--- src/rtl/delay_sum_beamformer_pkg.sv ---
// -----------------------------------------------------------------------------
// beamformer_pkg
// Shared definitions for the delay-and-sum beamformer slice:
//   - default configuration and derived widths (lane count, adder width)
//   - slot-position helpers for the I2S frame (capture offset, push index)
//   - slot phase enum used to decode the capture windows
//   - saturate helper used by the BF_SATURATE_EN build of the top
// -----------------------------------------------------------------------------
package beamformer_pkg;

  localparam int DEF_CHANNELS    = 4;
  localparam int DEF_SAMPLE_BITS = 12;
  localparam int DEF_SLOT_BITS   = 16;
  localparam int DEF_DEPTH       = 8;

  // I2S: the MSB of each slot arrives one clock after the WS transition.
  localparam int CAP_OFFSET = 1;

  function automatic int lanes_of(input int channels);
    return 2 * channels;
  endfunction

  // Full-precision width of the lane sum; cannot overflow for any input mix.
  function automatic int sum_width(input int sample_bits, input int lanes);
    return sample_bits + $clog2(lanes);
  endfunction

  // Last clock of the frame; the captured words move into the delay lines here.
  function automatic int push_index(input int slot_bits);
    return 2 * slot_bits - 1;
  endfunction

  localparam int DEF_LANES = lanes_of(DEF_CHANNELS);
  localparam int DEF_SUM_W = sum_width(DEF_SAMPLE_BITS, DEF_LANES);

  typedef enum logic [1:0] {
    SLOT_IDLE  = 2'd0,
    SLOT_LEFT  = 2'd1,
    SLOT_RIGHT = 2'd2
  } slot_e;

  // Clip a signed value to the signed range of a 'bits'-wide word.
  function automatic logic signed [63:0] saturate(input logic signed [63:0] v,
                                                  input int               bits);
    logic signed [63:0] hi;
    logic signed [63:0] lo;
    hi = (64'sd1 <<< (bits - 1)) - 64'sd1;
    lo = -hi - 64'sd1;
    if (v > hi) return hi;
    if (v < lo) return lo;
    return v;
  endfunction

endpackage

--- src/rtl/delay_sum_beamformer_if.sv ---
// -----------------------------------------------------------------------------
// delay_sum_beamformer_if
// Configuration bus and beamformed output bundle of the beamformer.
//   cfg_valid / cfg_lane / cfg_delay : delay-register write port
//   ws_out / sd_out                  : I2S output (word select, serial data)
//   sum_out / sum_valid              : parallel beamformed sample + frame pulse
//   sat_flag                         : clipping indicator (BF_SATURATE_EN only)
// Modports: slave = beamformer side, master = controller / consumer side.
// -----------------------------------------------------------------------------
interface delay_sum_beamformer_if
  import beamformer_pkg::*;
#(
  parameter int CHANNELS    = DEF_CHANNELS,
  parameter int DEPTH       = DEF_DEPTH,
  parameter int SAMPLE_BITS = DEF_SAMPLE_BITS
);
  localparam int LW = $clog2(lanes_of(CHANNELS));
  localparam int DW = $clog2(DEPTH);

  logic                   cfg_valid;
  logic [LW-1:0]          cfg_lane;
  logic [DW-1:0]          cfg_delay;
  logic                   ws_out;
  logic                   sd_out;
  logic [SAMPLE_BITS-1:0] sum_out;
  logic                   sum_valid;
`ifdef BF_SATURATE_EN
  logic                   sat_flag;
`endif

  modport slave (
    input  cfg_valid, cfg_lane, cfg_delay,
`ifdef BF_SATURATE_EN
    output sat_flag,
`endif
    output ws_out, sd_out, sum_out, sum_valid
  );

  modport master (
    output cfg_valid, cfg_lane, cfg_delay,
`ifdef BF_SATURATE_EN
    input  sat_flag,
`endif
    input  ws_out, sd_out, sum_out, sum_valid
  );

endinterface

--- src/rtl/delay_sum_beamformer_lane_delay.sv ---
// -----------------------------------------------------------------------------
// bf_lane_delay
// One lane's delay line: DEPTH x SAMPLE_BITS shift line (entry 0 = newest),
// its programmable delay register, and the tap mux selecting entry[delay].
//   clk, reset  : clock, synchronous active-high reset
//   push        : shift push_data into entry 0 (once per frame)
//   push_data   : captured sample for this lane
//   cfg_we      : write cfg_delay into the delay register
//   cfg_delay   : requested delay in frames (values >= DEPTH clamp to DEPTH-1)
//   tap         : delayed sample
// -----------------------------------------------------------------------------
module bf_lane_delay
  import beamformer_pkg::*;
#(
  parameter int SAMPLE_BITS = DEF_SAMPLE_BITS,
  parameter int DEPTH       = DEF_DEPTH,
  localparam int DW         = $clog2(DEPTH)
) (
  input  logic                   clk,
  input  logic                   reset,
  input  logic                   push,
  input  logic [SAMPLE_BITS-1:0] push_data,
  input  logic                   cfg_we,
  input  logic [DW-1:0]          cfg_delay,
  output logic [SAMPLE_BITS-1:0] tap
);

  logic [SAMPLE_BITS-1:0] line_q [DEPTH];
  logic [DW-1:0]          delay_q;

  // NOTE: the delay line is reset entry by entry because a reset must flush
  // stale audio; that forces flops rather than a RAM, which is fine at this depth.
  always_ff @(posedge clk) begin
    if (reset) begin
      for (int i = 0; i < DEPTH; i++) line_q[i] <= '0;
      delay_q <= '0;
    end else begin
      if (push) begin
        line_q[0] <= push_data;
        for (int i = 1; i < DEPTH; i++) line_q[i] <= line_q[i-1];
      end
      // Only reachable for non-power-of-2 DEPTH, where the field can exceed it.
      if (cfg_we) delay_q <= (int'(cfg_delay) >= DEPTH) ? DW'(DEPTH - 1) : cfg_delay;
    end
  end

  assign tap = line_q[delay_q];

endmodule

--- src/rtl/delay_sum_beamformer.sv ---
// -----------------------------------------------------------------------------
// delay_sum_beamformer
// Multi-channel delay-and-sum beamformer on a single I2S bit clock.
//   clk     : system clock and I2S SCK (rising edge)
//   reset   : synchronous active-high reset
//   sd_in   : one serial I2S input per stereo channel
//   bf      : delay_sum_beamformer_if.slave (config bus, ws_out, sd_out,
//             sum_out, sum_valid, and sat_flag when saturating)
// Frame timeline (bit_cnt value at the active edge):
//   CAP_OFFSET..          left/right capture windows, MSB first
//   2*SLOT_BITS-1         captured words pushed into every lane's delay line
//   0                     taps summed, sum_out/sum_valid updated, serialiser loaded
// Build option: define BF_SATURATE_EN to saturate the sum into SAMPLE_BITS and
// add sat_flag; otherwise sum_out is the sum scaled down by 2^$clog2(lanes).
// -----------------------------------------------------------------------------
module delay_sum_beamformer
  import beamformer_pkg::*;
#(
  parameter int CHANNELS    = DEF_CHANNELS,
  parameter int SAMPLE_BITS = DEF_SAMPLE_BITS,
  parameter int SLOT_BITS   = DEF_SLOT_BITS,
  parameter int DEPTH       = DEF_DEPTH
) (
  input  logic                        clk,
  input  logic                        reset,
  input  logic [CHANNELS-1:0]         sd_in,
  delay_sum_beamformer_if.slave       bf
);

  localparam int LANES = lanes_of(CHANNELS);
  localparam int LW    = $clog2(LANES);
  localparam int SUM_W = sum_width(SAMPLE_BITS, LANES);
  localparam int SHIFT = $clog2(LANES);
  localparam int CW    = $clog2(2 * SLOT_BITS);

  localparam logic [CW-1:0] FRAME_START = '0;
  localparam logic [CW-1:0] SLOT_START  = CW'(SLOT_BITS);
  localparam logic [CW-1:0] L_FIRST     = CW'(CAP_OFFSET);
  localparam logic [CW-1:0] L_LAST      = CW'(CAP_OFFSET + SAMPLE_BITS - 1);
  localparam logic [CW-1:0] R_FIRST     = CW'(SLOT_BITS + CAP_OFFSET);
  localparam logic [CW-1:0] R_LAST      = CW'(SLOT_BITS + CAP_OFFSET + SAMPLE_BITS - 1);
  localparam logic [CW-1:0] PUSH_IDX    = CW'(push_index(SLOT_BITS));

  logic [CW-1:0]                 bit_cnt;
  logic [CW-1:0]                 next_cnt;
  logic                          push;
  logic                          frame_seen;
  slot_e                         phase;
  logic [SAMPLE_BITS-1:0]        cap_l [CHANNELS];
  logic [SAMPLE_BITS-1:0]        cap_r [CHANNELS];
  logic [LANES-1:0]              lane_we;
  logic signed [SAMPLE_BITS-1:0] taps [LANES];
  logic signed [SUM_W-1:0]       sum_full;
  logic [SAMPLE_BITS-1:0]        conv;
  logic [SAMPLE_BITS-1:0]        ser_q;

  assign next_cnt = (bit_cnt == PUSH_IDX) ? '0 : bit_cnt + 1'b1;
  assign push     = (bit_cnt == PUSH_IDX);

  // NOTE: combinational blocks assign a default first so no path leaves the
  // output unassigned, which would otherwise infer a latch.
  always_comb begin
    phase = SLOT_IDLE;
    if (bit_cnt >= L_FIRST && bit_cnt <= L_LAST)      phase = SLOT_LEFT;
    else if (bit_cnt >= R_FIRST && bit_cnt <= R_LAST) phase = SLOT_RIGHT;
  end

  // Lane 2c = left of channel c, lane 2c+1 = right. Out-of-range lane numbers
  // match no instance, so such writes are dropped.
  for (genvar l = 0; l < LANES; l++) begin : g_lane
    logic [SAMPLE_BITS-1:0] word;
    if (l % 2 == 0) begin : g_left
      assign word = cap_l[l/2];
    end else begin : g_right
      assign word = cap_r[l/2];
    end

    assign lane_we[l] = bf.cfg_valid && (bf.cfg_lane == LW'(l));

    bf_lane_delay #(
      .SAMPLE_BITS (SAMPLE_BITS),
      .DEPTH       (DEPTH)
    ) u_delay (
      .clk       (clk),
      .reset     (reset),
      .push      (push),
      .push_data (word),
      .cfg_we    (lane_we[l]),
      .cfg_delay (bf.cfg_delay),
      .tap       (taps[l])
    );
  end

  // NOTE: the accumulator is a blocking running total inside always_comb; each
  // iteration must see the previous partial sum, so <= would be wrong here.
  always_comb begin
    sum_full = '0;
    for (int i = 0; i < LANES; i++) sum_full = sum_full + SUM_W'(taps[i]);
  end

`ifdef BF_SATURATE_EN
  logic signed [63:0] wide_sum;
  logic signed [63:0] wide_sat;
  logic               clip;
  assign wide_sum = 64'(sum_full);
  assign wide_sat = saturate(wide_sum, SAMPLE_BITS);
  assign conv     = wide_sat[SAMPLE_BITS-1:0];
  assign clip     = (wide_sat != wide_sum);
`else
  // Keep the top SAMPLE_BITS of the sum: an arithmetic divide by 2^SHIFT.
  assign conv = SAMPLE_BITS'(sum_full >>> SHIFT);
`endif

  // NOTE: all state here is updated with <= so every register samples the
  // pre-edge values, independent of statement order.
  always_ff @(posedge clk) begin
    if (reset) begin
      bit_cnt      <= '0;
      frame_seen   <= 1'b0;
      ser_q        <= '0;
      bf.ws_out    <= 1'b0;
      bf.sd_out    <= 1'b0;
      bf.sum_out   <= '0;
      bf.sum_valid <= 1'b0;
`ifdef BF_SATURATE_EN
      bf.sat_flag  <= 1'b0;
`endif
      for (int c = 0; c < CHANNELS; c++) begin
        cap_l[c] <= '0;
        cap_r[c] <= '0;
      end
    end else begin
      bit_cnt   <= next_cnt;
      bf.ws_out <= (next_cnt >= SLOT_START);

      for (int c = 0; c < CHANNELS; c++) begin
        case (phase)
          SLOT_LEFT:  cap_l[c] <= {cap_l[c][SAMPLE_BITS-2:0], sd_in[c]};
          SLOT_RIGHT: cap_r[c] <= {cap_r[c][SAMPLE_BITS-2:0], sd_in[c]};
          default:    ;
        endcase
      end

      // The first sum after reset must wait for one complete captured frame.
      if (push) frame_seen <= 1'b1;

      bf.sum_valid <= 1'b0;
      if (bit_cnt == FRAME_START && frame_seen) begin
        bf.sum_out   <= conv;
        bf.sum_valid <= 1'b1;
`ifdef BF_SATURATE_EN
        bf.sat_flag  <= clip;
`endif
      end

      // sd_out is registered one clock ahead, so each slot's MSB is emitted from
      // the edge before its window opens: conv for the left slot (sum_out is
      // being written on that same edge), the held sum_out for the right slot.
      if (bit_cnt == L_FIRST - 1'b1) begin
        bf.sd_out <= conv[SAMPLE_BITS-1];
        ser_q     <= {conv[SAMPLE_BITS-2:0], 1'b0};
      end else if (bit_cnt == R_FIRST - 1'b1) begin
        bf.sd_out <= bf.sum_out[SAMPLE_BITS-1];
        ser_q     <= {bf.sum_out[SAMPLE_BITS-2:0], 1'b0};
      end else if ((bit_cnt >= L_FIRST && bit_cnt < L_LAST) ||
                   (bit_cnt >= R_FIRST && bit_cnt < R_LAST)) begin
        bf.sd_out <= ser_q[SAMPLE_BITS-1];
        ser_q     <= {ser_q[SAMPLE_BITS-2:0], 1'b0};
      end else begin
        bf.sd_out <= 1'b0;
      end
    end
  end

endmodule
--- src/flat_wrapper.sv ---
// flat-port wrapper written by rule: the top's interface ports become plain ports
module delay_sum_beamformer_flat import beamformer_pkg::*;
#(
  parameter int CHANNELS    = DEF_CHANNELS,
  parameter int SAMPLE_BITS = DEF_SAMPLE_BITS,
  parameter int SLOT_BITS   = DEF_SLOT_BITS,
  parameter int DEPTH       = DEF_DEPTH
)
  (clk, reset, sd_in, bf_cfg_valid, bf_cfg_lane, bf_cfg_delay, bf_ws_out, bf_sd_out, bf_sum_out, bf_sum_valid);
  delay_sum_beamformer_if #(.CHANNELS(CHANNELS), .DEPTH(DEPTH), .SAMPLE_BITS(SAMPLE_BITS)) bf_i ();
  input  logic clk;
  input  logic reset;
  input  logic [CHANNELS-1:0] sd_in;
  input wire logic [$bits(bf_i.cfg_valid)-1:0] bf_cfg_valid;
  input wire logic [$bits(bf_i.cfg_lane)-1:0] bf_cfg_lane;
  input wire logic [$bits(bf_i.cfg_delay)-1:0] bf_cfg_delay;
  output wire logic [$bits(bf_i.ws_out)-1:0] bf_ws_out;
  output wire logic [$bits(bf_i.sd_out)-1:0] bf_sd_out;
  output wire logic [$bits(bf_i.sum_out)-1:0] bf_sum_out;
  output wire logic [$bits(bf_i.sum_valid)-1:0] bf_sum_valid;
  assign bf_i.cfg_valid = bf_cfg_valid;
  assign bf_i.cfg_lane = bf_cfg_lane;
  assign bf_i.cfg_delay = bf_cfg_delay;
  assign bf_ws_out = bf_i.ws_out;
  assign bf_sd_out = bf_i.sd_out;
  assign bf_sum_out = bf_i.sum_out;
  assign bf_sum_valid = bf_i.sum_valid;
  delay_sum_beamformer #(.CHANNELS(CHANNELS), .SAMPLE_BITS(SAMPLE_BITS), .SLOT_BITS(SLOT_BITS), .DEPTH(DEPTH)) u_core (.clk(clk), .reset(reset), .sd_in(sd_in), .bf(bf_i));
endmodule
--- config.mk ---
export PLATFORM = sky130hd
export DESIGN_NAME = delay_sum_beamformer_flat
export DESIGN_NICKNAME = d
export VERILOG_FILES = /design/src/rtl/delay_sum_beamformer_pkg.sv /design/src/rtl/delay_sum_beamformer_if.sv /design/src/rtl/delay_sum_beamformer_lane_delay.sv /design/src/rtl/delay_sum_beamformer.sv /design/src/flat_wrapper.sv
export SDC_FILE = /design/constraint.sdc
export NUM_CORES = 1
export LEC_CHECK = 0
export BUFFER_PORTS_ARGS = -buffer_cell sky130_fd_sc_hd__buf_2
export CAP_MARGIN = 20
export CORE_ASPECT_RATIO = 1.1
export CORE_MARGIN = 2
export CORE_UTILIZATION = 45
export DETAILED_ROUTE_END_ITERATION = 8
export PLACE_DENSITY = 0.64
export REMOVE_ABC_BUFFERS = 1
export SLEW_MARGIN = 10
export SYNTH_ARGS = -nofsm -noshare
export SYNTH_HDL_FRONTEND = slang
export SYNTH_HIERARCHICAL = 1
export SYNTH_SLANG_ARGS = --single-unit
--- constraint.sdc ---
create_clock -name clk -period 6.2 [get_ports clk]
set_input_delay 0.31 -clock clk [delete_from_list [all_inputs] [get_ports clk]]
set_output_delay 0.31 -clock clk [all_outputs]
set_load 0.005 [all_outputs]
==> flow_results.xml, run 1 <==
<?xml version="1.0" encoding="UTF-8"?>
<metrics>
  <group name="status">
    <metric name="run_status" unit="">complete, no violations</metric>
  </group>
  <group name="power">
    <metric name="leakage" unit="nW">18.2</metric>
    <metric name="pwr_density_cell" unit="mW/mm^2">328</metric>
    <metric name="power.share.sequential" unit="">0.462</metric>
    <metric name="clock_power_share" unit="">0.367</metric>
    <metric name="share_comb_of_total_power" unit="">0.171</metric>
    <metric name="switching_fraction" unit="">0.267</metric>
    <metric name="power_switching" unit="mW">4.26</metric>
    <metric name="ir_worst_vdd" unit="uV">282</metric>
    <metric name="intPower" unit="mW">11.7</metric>
  </group>
  <group name="floorplanning">
    <metric name="floorplan.core_area" unit="mm^2">0.0970</metric>
    <metric name="die_area" unit="mm^2">0.100</metric>
    <metric name="die-height" unit="um">332</metric>
    <metric name="horizontal_die_dimension" unit="um">302</metric>
    <metric name="io-pin-count" unit="">28</metric>
    <metric name="row_count" unit="">120</metric>
    <metric name="starting_density_of_the_core" unit="">0.453</metric>
  </group>
  <group name="synth">
    <metric name="ys.flop_type" unit="">sky130_fd_sc_hd__edfxtp_1</metric>
    <metric name="synth.ff_latch_count" unit="">943</metric>
    <metric name="synth.yosys.seq_area_share" unit="">0.627</metric>
    <metric name="synth_enable_flop_cells" unit="">864</metric>
    <metric name="yosysWarnings" unit="">6</metric>
    <metric name="netlist-cell-type-count" unit="">60</metric>
    <metric name="syn_area" unit="mm^2">0.0439</metric>
    <metric name="yosysMostFrequentCell" unit="">sky130_fd_sc_hd__edfxtp_1</metric>
    <metric name="leading_cell_types_by_count_after_synthesis" unit="">864 x sky130_fd_sc_hd__edfxtp_1, 676 x sky130_fd_sc_hd__and2_1, 202 x sky130_fd_sc_hd__nor2b_1, 168 x sky130_fd_sc_hd__mux4_1, 154 x sky130_fd_sc_hd__inv_1</metric>
    <metric name="share_of_flip_flops_with_an_asynchronous_set_or_reset" unit="">0</metric>
    <metric name="synth.avg_cell_area" unit="um^2">15.6</metric>
    <metric name="synth_top_area_frac" unit="">0.591</metric>
    <metric name="synth_area_leaders" unit="">sky130_fd_sc_hd__edfxtp_1 59%, sky130_fd_sc_hd__mux4_1 10%, sky130_fd_sc_hd__and2_1 9.6%, sky130_fd_sc_hd__dfxtp_1 3.6%, sky130_fd_sc_hd__fa_1 3.4%</metric>
    <metric name="postSynthCellCount" unit="">2805</metric>
    <metric name="synth_area_leader_cell" unit="">sky130_fd_sc_hd__edfxtp_1</metric>
  </group>
  <group name="setup_path">
    <metric name="setup.worst_path.start_class" unit="">flop</metric>
    <metric name="worstPathRequired" unit="ns">6.76</metric>
    <metric name="timing.rr.end" unit="">u_core/ser_q[10]$_SDFFE_PP0P_</metric>
    <metric name="timing.critical_path.fanout_max" unit="">20</metric>
    <metric name="worstPathArrival" unit="ns">6.52</metric>
    <metric name="rrSetupSlack" unit="ns">0.24</metric>
    <metric name="worst_setup_path_end_kind" unit="">flop</metric>
    <metric name="timing.reg2reg.worst_path_depth" unit="">17</metric>
    <metric name="timing_worst_setup_path_type" unit="">reg2reg</metric>
  </group>
  <group name="placed_design">
    <metric name="dp.final_hpwl" unit="um">56100</metric>
    <metric name="placement.cell_area" unit="mm^2">0.0453</metric>
    <metric name="io_buffer_count" unit="">27</metric>
    <metric name="dp_worst_setup_slack" unit="ns">0.257</metric>
    <metric name="routabilityCongestion" unit="">0.858</metric>
    <metric name="placed_cells" unit="">3991</metric>
  </group>
  <group name="cts">
    <metric name="cts_max_path_buffers" unit="">3</metric>
    <metric name="postCtsResizedCells" unit="">0</metric>
    <metric name="cts_tree" unit="">yes</metric>
    <metric name="clk_transition_reported_paths" unit="ns">0.06</metric>
    <metric name="cts-buffers-inserted" unit="">99</metric>
    <metric name="clock_latency" unit="ns">0.66</metric>
    <metric name="cts.repair_timing.setup_buffer_count" unit="">0</metric>
    <metric name="clockRootBuffer" unit="">sky130_fd_sc_hd__clkbuf_16</metric>
    <metric name="cts.sinks" unit="">943</metric>
    <metric name="htreeDepth" unit="">3</metric>
  </group>
  <group name="timing">
    <metric name="timing.fmax" unit="MHz">168</metric>
    <metric name="setup_viol" unit="">0</metric>
    <metric name="finClkSkew" unit="ns">0.0302</metric>
    <metric name="layout_worst_path_cycle_share" unit="">0.961</metric>
    <metric name="worst_pin_slew" unit="ns">1.10</metric>
    <metric name="finalMaxSlewViolations" unit="">0</metric>
    <metric name="setup_slack" unit="ns">0.240</metric>
    <metric name="slew-limit-headroom" unit="">0.263</metric>
    <metric name="tns" unit="ns">0</metric>
    <metric name="minimum_clock_period" unit="ns">5.96</metric>
    <metric name="finalHoldWorstSlack" unit="ns">0.0702</metric>
    <metric name="grt_setup_unrepaired" unit="">no</metric>
    <metric name="final-hold-violation-count" unit="">0</metric>
  </group>
  <group name="grt">
    <metric name="track_usage" unit="">0.177</metric>
    <metric name="grt_pass1_vias" unit="">23600</metric>
    <metric name="pin_count_of_the_biggest_net_entering_global_routing" unit="">112</metric>
    <metric name="grt_pass1_wl" unit="um">138000</metric>
    <metric name="grt_antenna_before_repair" unit="">2</metric>
    <metric name="grt.overflow.total" unit="">0</metric>
  </group>
  <group name="detailed_routing">
    <metric name="antenna_left" unit="">0</metric>
    <metric name="initialDrtViolationCount" unit="">1697</metric>
    <metric name="firstDrtPassIters" unit="">8</metric>
    <metric name="vias" unit="">22500</metric>
    <metric name="detail_routed_via_count_per_cell" unit="">5.39</metric>
    <metric name="drt-total-wl" unit="um">88200</metric>
    <metric name="detail_route.drc_violations" unit="">0</metric>
    <metric name="per_cell_routed_wire_length" unit="um">21.1</metric>
  </group>
  <group name="job">
    <metric name="cap_viol_max_count" unit="">0</metric>
  </group>
  <group name="worst_hold_path">
    <metric name="hp-class" unit="">in2reg</metric>
    <metric name="hold_path_depth" unit="">2</metric>
    <metric name="hold_path_startpoint" unit="">sd_in[2]</metric>
    <metric name="min_to" unit="">u_core/cap_l[2][0]$_SDFFCE_PN0P_</metric>
  </group>
  <group name="layout">
    <metric name="syn2layout_area_growth" unit="%">11.0</metric>
    <metric name="final_layout_size_suffix_gt1_frac" unit="">0.130</metric>
    <metric name="final_cell_count_no_fill" unit="">4185</metric>
    <metric name="fill_cells" unit="">8142</metric>
    <metric name="design_area" unit="mm^2">0.0487</metric>
    <metric name="finalNetCount" unit="">2924</metric>
  </group>
</metrics>
## worst max path at each step
stage	from	end	slack, ns	cells past startpoint
after floorplan	flop	u_core/ser_q[10]$_SDFFE_PP0P_	0.47	16
after global placement	flop	u_core/ser_q[10]$_SDFFE_PP0P_	0.36	17
after detailed placement	flop	u_core/ser_q[10]$_SDFFE_PP0P_	0.26	17
after CTS	flop	u_core/ser_q[10]$_SDFFE_PP0P_	0.24	17
after global routing	flop	u_core/ser_q[10]$_SDFFE_PP0P_	0.08	17
final	flop	u_core/ser_q[10]$_SDFFE_PP0P_	0.24	17
## cells in the final DEF (no fill, tap or decap), types with 5 or more instances in the layout
cell type,n
sky130_fd_sc_hd__nand3_1,16
sky130_fd_sc_hd__or2_4,8
sky130_fd_sc_hd__ha_1,18
sky130_fd_sc_hd__a31oi_1,6
sky130_fd_sc_hd__nor3_1,14
sky130_fd_sc_hd__buf_12,8
sky130_fd_sc_hd__mux4_2,24
sky130_fd_sc_hd__clkinv_1,18
sky130_fd_sc_hd__xnor2_1,7
sky130_fd_sc_hd__buf_2,26
sky130_fd_sc_hd__clkinv_2,16
sky130_fd_sc_hd__and2_1,676
sky130_fd_sc_hd__mux2i_1,27
sky130_fd_sc_hd__inv_6,5
sky130_fd_sc_hd__nand2_1,38
sky130_fd_sc_hd__dfxtp_1,79
sky130_fd_sc_hd__buf_4,45
sky130_fd_sc_hd__fa_1,74
sky130_fd_sc_hd__nor2b_1,194
sky130_fd_sc_hd__clkbuf_16,103
sky130_fd_sc_hd__bufinv_16,7
sky130_fd_sc_hd__nor2_1,50
sky130_fd_sc_hd__a21oi_1,20
sky130_fd_sc_hd__nor2b_4,9
sky130_fd_sc_hd__o211ai_1,7
sky130_fd_sc_hd__edfxtp_1,864
sky130_fd_sc_hd__clkbuf_8,7
sky130_fd_sc_hd__mux4_1,168
sky130_fd_sc_hd__o21ai_0,18
sky130_fd_sc_hd__inv_1,154
sky130_fd_sc_hd__clkbuf_1,20
sky130_fd_sc_hd__mux2_2,96
## flip-flops by register name, indices dropped and copies added (netlist names), 4 cells and up, named ones only
register and count:
u_core/g_lane.u_delay/line_q 768, u_core/cap_l 48, u_core/cap_r 48, u_core/g_lane.u_delay/delay_q 24, u_core/bf.sum_out 12, u_core/ser_q 11, u_core/bit_cnt 4
## power by group through the flow
stage / clock network, mW / registers [mW] / logic [mW]
floorplan: 0 / 7.46 / 1.90
global placement: 0 / 7.49 / 2.63
detailed placement: 0 / 7.51 / 2.67
CTS: 6.04 / 7.38 / 2.70
global route: 6.26 / 7.41 / 2.98
finish: 5.87 / 7.38 / 2.73
## kinds of logic after synthesis
kind of cell | Yosys count | synth area share
xor+xnor | 9 | 0.00180
buf+inv | 325 | 0.0325
flops | 943 | 0.627
mux | 316 | 0.144
simple gates | 1035 | 0.142
compound gates | 85 | 0.0133
fa+ha+maj | 92 | 0.0389
## routing by layer
layer / wire length (um) / vias up / part of all wire / track usage
met2: 41900 / 481 / 0.48 / 0.281
met3: 4340 / 130 / 0.049 / 0.0284
met5: 11 / - / 0.00012 / 0
met4: 2390 / 2 / 0.027 / 0.0566
met1: 39500 / 11700 / 0.45 / 0.251
li1: - / 10200 / - / -
## stage by stage
| step | power, mW | utilization |
|---|---|---|
| floorplan | 9.36 | - |
| global placement | 10.1 | 0.467 |
| detailed placement | 10.2 | 0.467 |
| finish | 16.0 | 0.502 |
| global route | 16.7 | 0.502 |
| CTS | 16.1 | 0.501 |
## repair_timing
item	CTS	global route
hold buffers	2	0
hold endpoints to repair	4	0
endpoints found under the setup margin	0	0
## critical path: stages (launching register included)
cell and delay, ns:
sky130_fd_sc_hd__dfxtp_1 0.47, sky130_fd_sc_hd__buf_4 0.40, sky130_fd_sc_hd__mux4_1 0.60, sky130_fd_sc_hd__mux2_2 0.28, sky130_fd_sc_hd__inv_1 0.12, sky130_fd_sc_hd__fa_1 0.41, sky130_fd_sc_hd__inv_1 0.21, sky130_fd_sc_hd__fa_1 0.45
sky130_fd_sc_hd__fa_1 0.50, sky130_fd_sc_hd__inv_1 0.05, sky130_fd_sc_hd__fa_1 0.48, sky130_fd_sc_hd__inv_1 0.04, sky130_fd_sc_hd__ha_1 0.34, sky130_fd_sc_hd__nor2b_4 0.17, sky130_fd_sc_hd__o311a_4 0.32, sky130_fd_sc_hd__o31a_1 0.37
sky130_fd_sc_hd__mux2_1 0.36, sky130_fd_sc_hd__o41ai_2 0.29
## final cells by class
class	instances	area, um^2	area share
Sequential cell	943	27500	0.565
Multi-Input combinational cell	1537	15000	0.309
Clock buffer	130	2750	0.0564
Tap cell	1281	1600	0.0329
Timing Repair Buffer	84	718	0.0147
Inverter	154	578	0.0119
Clock inverter	54	485	0.00997
Antenna cell	2	5.00	0.000103
No activity file was read; power rests on OpenSTA's default activity.
==> run 2, diff against run 1 <==
--- a/config.mk
+++ b/config.mk
@@ -9,9 +9,10 @@
 export CAP_MARGIN = 20
 export CORE_ASPECT_RATIO = 1.1
 export CORE_MARGIN = 2
-export CORE_UTILIZATION = 45
+export CORE_UTILIZATION = 60
 export DETAILED_ROUTE_END_ITERATION = 8
-export PLACE_DENSITY = 0.64
+export PLACE_DENSITY = 0.8
+export RECOVER_POWER = 100
 export REMOVE_ABC_BUFFERS = 1
 export SLEW_MARGIN = 10
 export SYNTH_ARGS = -nofsm -noshare
==> flow_results.xml, run 2 (synthesized netlist as in run 1, its figures left out) <==
<?xml version="1.0" encoding="UTF-8"?>
<metrics>
  <group name="timing">
    <metric name="minimum_clock_period" unit="ns">5.91</metric>
    <metric name="timing.fmax" unit="MHz">169</metric>
    <metric name="worst_pin_slew" unit="ns">3.72</metric>
    <metric name="layout_worst_path_cycle_share" unit="">0.954</metric>
    <metric name="final-hold-violation-count" unit="">0</metric>
    <metric name="finalMaxSlewViolations" unit="">942</metric>
    <metric name="tns" unit="ns">0</metric>
    <metric name="finClkSkew" unit="ns">0.0430</metric>
    <metric name="grt_setup_unrepaired" unit="">no</metric>
    <metric name="slew-limit-headroom" unit="">-1.48</metric>
    <metric name="setup_viol" unit="">0</metric>
  </group>
  <group name="layout">
    <metric name="largest_register_ffs" unit="">768</metric>
    <metric name="syn2layout_area_growth" unit="%">9.11</metric>
    <metric name="final_core_occ" unit="">0.658</metric>
    <metric name="reg_top3" unit="">u_core/g_lane.u_delay/line_q x768, u_core/cap_l x48, u_core/cap_r x48</metric>
    <metric name="fill_cells" unit="">4797</metric>
    <metric name="antenna_cells_inserted" unit="">0</metric>
    <metric name="finalNetCount" unit="">2921</metric>
    <metric name="layout.cells.most_common_list" unit="">864 x sky130_fd_sc_hd__edfxtp_1, 448 x sky130_fd_sc_hd__and2_0, 228 x sky130_fd_sc_hd__and2_1</metric>
    <metric name="final_layout_size_suffix_gt1_frac" unit="">0.115</metric>
    <metric name="final_common_cell" unit="">sky130_fd_sc_hd__edfxtp_1</metric>
    <metric name="final_cell_count_no_fill" unit="">3849</metric>
    <metric name="largest-register" unit="">u_core/g_lane.u_delay/line_q</metric>
  </group>
  <group name="cts">
    <metric name="cts_tree" unit="">yes</metric>
    <metric name="htreeDepth" unit="">3</metric>
    <metric name="clock_latency" unit="ns">0.66</metric>
    <metric name="cts_max_path_buffers" unit="">3</metric>
    <metric name="cts.repair_timing.setup_buffer_count" unit="">0</metric>
    <metric name="cts-buffers-inserted" unit="">95</metric>
    <metric name="clk_transition_reported_paths" unit="ns">0.08</metric>
    <metric name="cts.sinks" unit="">943</metric>
    <metric name="clockRootBuffer" unit="">sky130_fd_sc_hd__clkbuf_16</metric>
  </group>
  <group name="status">
    <metric name="failed_checks" unit="">capacitance limit, slew limit</metric>
    <metric name="run_status" unit="">complete, but fails checks</metric>
  </group>
  <group name="setup_path">
    <metric name="worstPathArrival" unit="ns">6.46</metric>
    <metric name="worstPathRequired" unit="ns">6.75</metric>
    <metric name="timing.critical_path.slowest_stage_cell" unit="">sky130_fd_sc_hd__dfxtp_1</metric>
    <metric name="crit_path_frequent_cell" unit="">sky130_fd_sc_hd__fa_1</metric>
    <metric name="worst_setup_path_end_kind" unit="">flop</metric>
    <metric name="timing.critical_path.fanout_max" unit="">11</metric>
    <metric name="setup.worst_path.start_class" unit="">flop</metric>
    <metric name="timing_worst_setup_path_type" unit="">reg2reg</metric>
    <metric name="cp_slowest_stage_delay" unit="ns">0.70</metric>
    <metric name="critical_path.cell_chain" unit="">mux4_1 -&gt; mux2_2 -&gt; inv_1 -&gt; fa_1 -&gt; fa_1 -&gt; inv_1 -&gt; fa_1 -&gt; inv_1 -&gt; fa_1 -&gt; or2_2 -&gt; fa_1 -&gt; nor2b_1 -&gt; o311a_4 -&gt; o31a_1 -&gt; mux2_1 -&gt; o41ai_1</metric>
  </group>
  <group name="power">
    <metric name="pwr_density_cell" unit="mW/mm^2">329</metric>
    <metric name="leakage" unit="nW">17.6</metric>
    <metric name="ir_worst_vdd" unit="uV">236</metric>
    <metric name="clock_power_share" unit="">0.360</metric>
    <metric name="share_comb_of_total_power" unit="">0.171</metric>
    <metric name="total_power" unit="mW">15.8</metric>
    <metric name="intPower" unit="mW">11.6</metric>
    <metric name="power_switching" unit="mW">4.18</metric>
    <metric name="power.share.sequential" unit="">0.469</metric>
    <metric name="switching_fraction" unit="">0.266</metric>
  </group>
  <group name="grt">
    <metric name="grt.overflow.total" unit="">0</metric>
    <metric name="track_usage" unit="">0.233</metric>
    <metric name="grt_antenna_before_repair" unit="">2</metric>
    <metric name="grt_pass1_vias" unit="">23300</metric>
    <metric name="grt_pass1_wl" unit="um">135000</metric>
    <metric name="pin_count_of_the_biggest_net_entering_global_routing" unit="">106</metric>
  </group>
  <group name="placed_design">
    <metric name="placed_cells" unit="">3661</metric>
    <metric name="routabilityCongestion" unit="">0.926</metric>
    <metric name="dp.final_hpwl" unit="um">54800</metric>
    <metric name="io_buffer_count" unit="">27</metric>
  </group>
  <group name="detailed_routing">
    <metric name="per_cell_routed_wire_length" unit="um">22.6</metric>
    <metric name="antenna_left" unit="">0</metric>
    <metric name="drt-total-wl" unit="um">87000</metric>
    <metric name="firstDrtPassIters" unit="">5</metric>
    <metric name="initialDrtViolationCount" unit="">2382</metric>
    <metric name="detail_route.drc_violations" unit="">0</metric>
    <metric name="detail_routed_via_count_per_cell" unit="">5.97</metric>
    <metric name="vias" unit="">23000</metric>
  </group>
  <group name="floorplanning">
    <metric name="horizontal_die_dimension" unit="um">262</metric>
    <metric name="die-height" unit="um">288</metric>
    <metric name="die_area" unit="mm^2">0.0753</metric>
    <metric name="io-pin-count" unit="">28</metric>
    <metric name="starting_density_of_the_core" unit="">0.603</metric>
    <metric name="row_count" unit="">104</metric>
    <metric name="floorplan.core_area" unit="mm^2">0.0727</metric>
  </group>
  <group name="job">
    <metric name="cap_viol_max_count" unit="">17</metric>
  </group>
  <group name="worst_hold_path">
    <metric name="hp-class" unit="">in2reg</metric>
  </group>
</metrics>
[run 2: cell count changes in the layout (fill, tap and decap cells not counted), sizes merged]
cell,before,now
buf,82,44
clkbuf,130,166
diode,2,0
clkinv,37,36
bufinv,7,6
inv,160,157
clkinvlp,4,2
dlygate4sd3,2,4
[run 2: cell type report]
type                            count  area (um^2)  area share
Sequential cell                   943        27500       0.575
Multi-Input combinational cell   1537        14900       0.312
Clock buffer                      129         2690      0.0562
Tap cell                          954         1190      0.0249
Inverter                          154          578      0.0121
Timing Repair Buffer               85          549      0.0115
Clock inverter                     47          403     0.00841
[run 2: what timing repair did]
action / 4_1_cts / 5_1_grt
gates resized for setup: 0 / 1
endpoints found under the hold margin: 6 / 0
hold buffers: 4 / 0
setup endpoints to repair: 0 / 1
[run 2: power groups by stage]
stage | Clock (mW) | Sequential (mW) | Combinational (mW)
CTS | 5.77 | 7.38 | 2.64
finish | 5.67 | 7.40 | 2.69
floorplan | 0 | 7.46 | 1.90
global placement | 0 | 7.49 | 2.55
detailed placement | 0 | 7.51 | 2.62
global route | 6.01 | 7.43 | 2.93
[run 2: critical path, delay by kind of cell (launching register included)]
kind                     cells  cell delay, ns
multiplexers                 3            1.27
AO/OA/AOI/OAI                3            0.76
AND/OR/NAND/NOR              2            0.57
adder cells (fa/ha/maj)      5            2.26
flip-flops                   1            0.70
buffers and inverters        3            0.26
[run 2: worst paths after layout]
kind         cells past startpoint                            end                          from  slack, ns
min                              3                           flop               bf_cfg_delay[0]       0.20
max                             16  u_core/ser_q[10]$_SDFFE_PP0P_                          flop       0.29
min reg2reg                      2   u_core/ser_q[2]$_SDFFE_PP0P_  u_core/ser_q[2]$_SDFFE_PP0P_       0.47
max reg2reg                     16  u_core/ser_q[10]$_SDFFE_PP0P_                          flop       0.29
[run 2: through the flow]
step	instance area, um^2	worst slack (ns)	hold slack [ns]
3_3_place_gp	44800	0.479	0.444
6_report	47900	0.285	0.205
2_1_floorplan	43000	0.466	0.379
5_1_grt	47900	0.101	0.195
3_5_place_dp	44800	0.396	0.461
4_1_cts	48000	0.349	0.173
[run 2: per-layer routing]
layer / share of wire / vias up / routed length (um) / track usage
met5: 0.00015 / - / 13 / 0
met4: 0.025 / 2 / 2140 / 0.0631
met3: 0.058 / 148 / 5050 / 0.0387
met2: 0.49 / 698 / 43000 / 0.385
met1: 0.42 / 11900 / 36700 / 0.324
li1: - / 10200 / - / -
